`config.mk`:
```
export PLATFORM = sky130hd
export DESIGN_NAME = chan_mux_reg
export DESIGN_NICKNAME = d
export VERILOG_FILES = /design/src/rtl/chan_mux_pkg.sv /design/src/rtl/rr_arbiter.sv /design/src/rtl/chan_mux_reg.sv
export SDC_FILE = /design/constraint.sdc
export NUM_CORES = 1
export LEC_CHECK = 0
export CAP_MARGIN = 0
export CORE_UTILIZATION = 35
export CTS_CLUSTER_SIZE = 30
export DETAILED_ROUTE_END_ITERATION = 10
export PLACE_DENSITY = 0.78
export SYNTH_ARGS = -nofsm -noshare
export SYNTH_HDL_FRONTEND = slang
export SYNTH_SLANG_ARGS = --single-unit
export TNS_END_PERCENT = 5
```
`constraint.sdc`:
```
create_clock -name clk -period 2.5 [get_ports clk]
set_clock_uncertainty 0.2 [all_clocks]
set_input_delay 0.5 -clock clk [delete_from_list [all_inputs] [get_ports clk]]
set_output_delay 0.5 -clock clk [all_outputs]
set_load 0.1 [all_outputs]
```
`src/rtl/chan_mux_pkg.sv`:
```
// Shared definitions for the channel multiplexer: select-mode encodings,
// output register state and the index-width helper.
package chan_mux_pkg;

    localparam logic MODE_SEL = 1'b0;
    localparam logic MODE_RR  = 1'b1;

    typedef enum logic {
        ST_EMPTY = 1'b0,
        ST_FULL  = 1'b1
    } mux_state_t;

    // Index width for n channels, never less than one bit.
    function automatic int clog2_min1(input int n);
        int w;
        w = 1;
        while ((1 << w) < n) begin
            w = w + 1;
        end
        return w;
    endfunction

endpackage

```
`src/rtl/rr_arbiter.sv`:
```
// Combinational rotating-priority arbiter: the search starts at ptr+1 and
// wraps modulo CHANNELS, so the last winner has the lowest priority.
module rr_arbiter #(
    parameter int CHANNELS = 4,
    parameter int SELW     = 2
) (
    input  logic [CHANNELS-1:0] req,
    input  logic [SELW-1:0]     ptr,
    output logic                grant_valid,
    output logic [SELW-1:0]     grant_idx
);

    localparam int PADW = 1 << SELW;

    logic [PADW-1:0]     req_pad;
    logic [SELW-1:0]     cand_idx [CHANNELS];
    logic [CHANNELS-1:0] cand_req;

    // Padding keeps indices >= CHANNELS permanently unrequested.
    assign req_pad = PADW'(req);

    for (genvar gi = 0; gi < CHANNELS; gi++) begin : g_cand
        logic [SELW:0] sum;
        assign sum          = {1'b0, ptr} + (SELW+1)'(gi + 1);
        assign cand_idx[gi] = (sum >= (SELW+1)'(CHANNELS))
                            ? SELW'(sum - (SELW+1)'(CHANNELS))
                            : sum[SELW-1:0];
        assign cand_req[gi] = req_pad[cand_idx[gi]];
    end

    // Walk from the lowest priority up so the nearest candidate wins.
    always_comb begin
        grant_valid = 1'b0;
        grant_idx   = '0;
        for (int k = CHANNELS - 1; k >= 0; k--) begin
            if (cand_req[k]) begin
                grant_valid = 1'b1;
                grant_idx   = cand_idx[k];
            end
        end
    end

endmodule

```
`src/rtl/chan_mux_reg.sv`:
```
// N:1 channel multiplexer with one registered output stage and valid/ready
// handshakes; channel choice is either explicit (sel) or round-robin.
module chan_mux_reg
    import chan_mux_pkg::*;
#(
    parameter int WIDTH    = 8,
    parameter int CHANNELS = 4,
    parameter int SELW     = clog2_min1(CHANNELS)
) (
    input  logic                      clk,
    input  logic                      reset,
    input  logic                      mode,
    input  logic [SELW-1:0]           sel,
    input  logic [CHANNELS*WIDTH-1:0] in_data,
    input  logic [CHANNELS-1:0]       in_valid,
    output logic [CHANNELS-1:0]       in_ready,
    output logic [WIDTH-1:0]          out_data,
    output logic [SELW-1:0]           out_chan,
    output logic                      out_valid,
    input  logic                      out_ready
);

    localparam int PADW = 1 << SELW;

    mux_state_t       state_reg, state_next;
    logic [WIDTH-1:0] data_reg, data_next;
    logic [SELW-1:0]  chan_reg, chan_next;
    logic [SELW-1:0]  rr_ptr_reg, rr_ptr_next;

    logic [WIDTH-1:0] chan_data [CHANNELS];
    logic [PADW-1:0]  valid_pad;
    logic             load;
    logic             sel_in_range;
    logic             sel_grant;
    logic             rr_grant_valid;
    logic [SELW-1:0]  rr_grant_idx;
    logic             grant_valid;
    logic [SELW-1:0]  grant_idx;
    logic             take;

    for (genvar gi = 0; gi < CHANNELS; gi++) begin : g_unpack
        assign chan_data[gi] = in_data[gi*WIDTH +: WIDTH];
    end

    assign valid_pad = PADW'(in_valid);
    assign out_valid = (state_reg == ST_FULL);
    assign out_data  = data_reg;
    assign out_chan  = chan_reg;

    // The register can accept whenever it is empty or being drained this edge.
    assign load = ~out_valid | out_ready;

    assign sel_in_range = ({1'b0, sel} < (SELW+1)'(CHANNELS));
    assign sel_grant    = sel_in_range & valid_pad[sel];

    rr_arbiter #(
        .CHANNELS (CHANNELS),
        .SELW     (SELW)
    ) u_arb (
        .req         (in_valid),
        .ptr         (rr_ptr_reg),
        .grant_valid (rr_grant_valid),
        .grant_idx   (rr_grant_idx)
    );

    assign grant_valid = (mode == MODE_RR) ? rr_grant_valid : sel_grant;
    assign grant_idx   = (mode == MODE_RR) ? rr_grant_idx   : sel;
    assign take        = ~reset & load & grant_valid;

    for (genvar gi = 0; gi < CHANNELS; gi++) begin : g_ready
        assign in_ready[gi] = take & (grant_idx == SELW'(gi));
    end

    always_comb begin
        state_next  = state_reg;
        data_next   = data_reg;
        chan_next   = chan_reg;
        rr_ptr_next = rr_ptr_reg;
        if (take) begin
            state_next = ST_FULL;
            data_next  = chan_data[grant_idx];
            chan_next  = grant_idx;
            if (mode == MODE_RR) begin
                rr_ptr_next = grant_idx;
            end
        end else if (out_valid && out_ready) begin
            state_next = ST_EMPTY;
        end
    end

    // rr_ptr resets to the last channel so channel 0 is searched first.
    always_ff @(posedge clk) begin
        if (reset) begin
            state_reg  <= ST_EMPTY;
            data_reg   <= '0;
            chan_reg   <= '0;
            rr_ptr_reg <= SELW'(CHANNELS - 1);
        end else begin
            state_reg  <= state_next;
            data_reg   <= data_next;
            chan_reg   <= chan_next;
            rr_ptr_reg <= rr_ptr_next;
        end
    end

endmodule
```
==> results.md <==
- Status: finished with violations
- Failing checks: setup timing
- Mapped cell area: slightly below 900 µm²
- CORE AREA: 2276 µm²
- Routability congestion estimate: 0.8469
- Least-Margin Pin Slew: roughly 0.34 ns
- Num ports: 57
- Num CTS Buffers: 3
- R2R Setup Slk: 0.22 ns
- Die ar.: 2688 µm²
- Worst Setup SP: rr_ptr_reg[1]
- Fin crit period: around 2.6 ns
- CP cell instances: and3b_2 -> a31oi_4 -> a31oi_2 -> or2_0 -> buf_4 -> nor2b_4 -> buf_12
- Largest net degree at the start of global routing: 18
- Fmax: 383.3 MHz
- Hold Crit Class: register to register
- Syn avg cell area: 9.154 µm²
- Clock Tree Buf Depth: 2
- Worst EP required: 1.80 ns
- DRT antenna net count: 0
- WL per Instance: around 15 µm
- Dpl ws: -0.5492 ns
- Slowest CP cell: dfxtp_4
- CTS tree: done
- Crit path to: in_ready[2]
- Nets: 231
- Worst Path Buf+Inv: 2
- Die span in x: 51.85 µm
- Reg2reg start: rr_ptr_reg[1]
- FF-to-FF path depth: 8
- Commonest cells after routing, fill and taps aside: buf_4, clkdlybuf4s50_1, mux2i_1
- DP Wirelength: 2.277 mm
- Via count: 1,164
- Final Cycle Share: 1.043
- Post-DP Area: 1642 µm²
- Maximum vdd drop: 0.4334 mV
- CP Launch Type: register
- Final setup fails: 2
- Number of synthesized register bits: 13
- Starting Density: 0.3821
- Yosys warnings: 0
- Area delta synth->final: 114.4%
- Commonest non-fill, non-tap cell in the layout: buf_4
- Cells after synthesis: between 90 and 100
- Post-synthesis sequential area ratio: 0.2993
- Hold Slack: 0.2754 ns
- Total gr overflow: 0
- Initial antenna violation count: 0
- Crit-path leading delay family: simple AND/OR/NAND/NOR gates
- Worst r2r dst: out_data[3]
- Die height: 51.85 µm
- N_diodes: 0
- Number of global-route vias before repair: 1,148
- Peak fanout along the critical path: 6
- Routed Wire Length: about 3.3 mm
- H-tree Lvls: 1
- Synth cell types: 30
- Worst stage delay on the critical path: 0.38 ns
- Pre-Repair DR Iteration Count: 4
- Leak: 0.8439 nW
- Clock sinks: 13
- Max-slew violations: 0
- Clock slew at reported path FFs: 0.09 ns
- Drt initial violations: 25
- RSZ-0062 raised after global routing: true
- All-Layer GR Usage: 0.2665
- Vias per cell: between 5 and 6
- Power Density: 484.0 nW/µm²
- Root Buffer: clkbuf_4
- Critical Path End Type: output port
- Row cnt: 17
- Min setup slack post-route: -0.1087 ns
- Post-route setup TNS: -0.1855 ns
- First-pass GRT wire length: 5.168 mm
- Synthesized net count: ~140
- Clock latency on the worst-skew pair: 0.30 ns
- Post-route cell area: 1864 µm²
- Port-buffer cells: 56
- Share of layout cells above drive strength 1: 0.4415
- Arrival time worst endpoint: 1.91 ns
- # DRC: 0
- Slew HR: 0.7751
- Max reg flops: 8
- Stages on the worst setup path: 7
- Filler instances: 129
- Max-Cap Viols: 0
- Critical setup path kind: register to output port
- Final hold violations: 0
==> cell usage after synthesis <==
| master | n | area (µm²) |
|---|---|---|
| and2_1 | 1 | 6.260 |
| or2_2 | 2 | 12.51 |
| and3_1 | 1 | 6.260 |
| nand2b_1 | 3 | 18.77 |
| a31oi_1 | 3 | 18.77 |
| o31a_1 | 1 | 8.760 |
| mux4_2 | 1 | 22.52 |
| nor2_1 | 4 | 15.01 |
| nand3_1 | 8 | 40.04 |
| nor2b_4 | 1 | 13.76 |
| mux2i_1 | 17 | 170.2 |
| and3b_1 | 1 | 8.760 |
| nor2b_1 | 5 | 31.28 |
| buf_2 | 2 | 10.01 |
| dfxtp_1 | 13 | 260.3 |
| nand2_1 | 3 | 11.26 |
| or2_0 | 1 | 6.260 |
| a21o_1 | 1 | 7.510 |
| o221ai_1 | 8 | 70.07 |
| o32ai_2 | 1 | 16.27 |
| or4_1 | 1 | 7.510 |
| o21ai_4 | 1 | 16.27 |
| o21ai_0 | 2 | 10.01 |
| inv_1 | 2 | 7.510 |
| a21oi_1 | 5 | 25.02 |
| or2b_1 | 1 | 7.510 |
| o31ai_1 | 1 | 7.510 |
| clkbuf_1 | 1 | 3.750 |
| nor3b_1 | 1 | 7.510 |
| buf_4 | 3 | 22.52 |
==> power breakdown <==
part | internal (mW) | total [mW] | switching, mW
registers | 0.232 | 0.250 | 0.0181
clock network | 0.0597 | 0.143 | 0.0831
logic | 0.210 | 0.509 | 0.300
total | 0.501 | 0.902 | 0.401
==> worst register-to-register path: stages, from the launching register on <==
cell	delay, ns
dfxtp_4	0.39
buf_4	0.12
mux2i_1	0.20
o21ai_1	0.12
o32ai_4	0.26
buf_4	0.20
buf_4	0.28
mux2i_1	0.24
o221ai_1	0.14
==> layout make-up <==
| type | instances | area (µm²) | area share |
|---|---|---|---|
| well taps | 28 | 35.03 | 0.01879 |
| flip-flops and latches | 13 | 265.3 | 0.1423 |
| inverters | 2 | 7.507 | 0.004027 |
| clock buffers | 3 | 22.52 | 0.01208 |
| multi-input cells | 74 | 656.9 | 0.3523 |
| clock inverters | 1 | 5.005 | 0.002685 |
| repair buffers | 95 | 872.1 | 0.4678 |
==> cell families (layout without fill, tap and decap cells) <==
group,Yosys count,count (layout),synth area share
AOI/OAI and AO/OA,23,23,0.2072
and+or+nand+nor,33,33,0.2216
muxes,18,18,0.2216
buffers and inverters,8,101,0.05036
DFF,13,13,0.2993
==> metal layers <==
layer | routed length [µm] | global-route usage | share of wire | vias to the layer above
li1 | - | - | - | 546
met1 | 1297 | 0.2865 | 0.39 | 573
met2 | 1852 | 0.4850 | 0.56 | 40
met3 | 152 | 0.07310 | 0.046 | 5
met4 | 34 | 0.1036 | 0.010 | 0
met5 | 0 | 0 | 0 | -
==> worst min path at each step <==
stage                             start            end  slack (ns)  cells after the start
after floorplan           rr_ptr_reg[0]  rr_ptr_reg[0]        0.35                      3
after global placement      out_chan[0]    out_chan[0]        0.25                      2
after detailed placement    out_chan[0]    out_chan[0]        0.26                      2
after CTS                   out_chan[0]    out_chan[0]        0.28                      2
after global routing        out_chan[0]    out_chan[0]        0.31                      2
final                       out_chan[0]    out_chan[0]        0.28                      2
==> through the flow <==
step	instances	utilization	power, mW
floorplan	95	-	0.5471
global placement	194	0.7213	0.7074
detailed placement	194	0.7213	0.7167
CTS	215	0.8103	0.8918
global route	216	0.8191	0.9407
finish	216	0.8191	0.9022
==> what timing repair did <==
action	CTS	global route
resized for setup	45	2
pin swaps	8	4
setup buffers	17	1
hold endpoints to repair	0	0
endpoints found under the setup margin	12	4
hold buffers	0	0
Power figures use the tool's default switching activity.
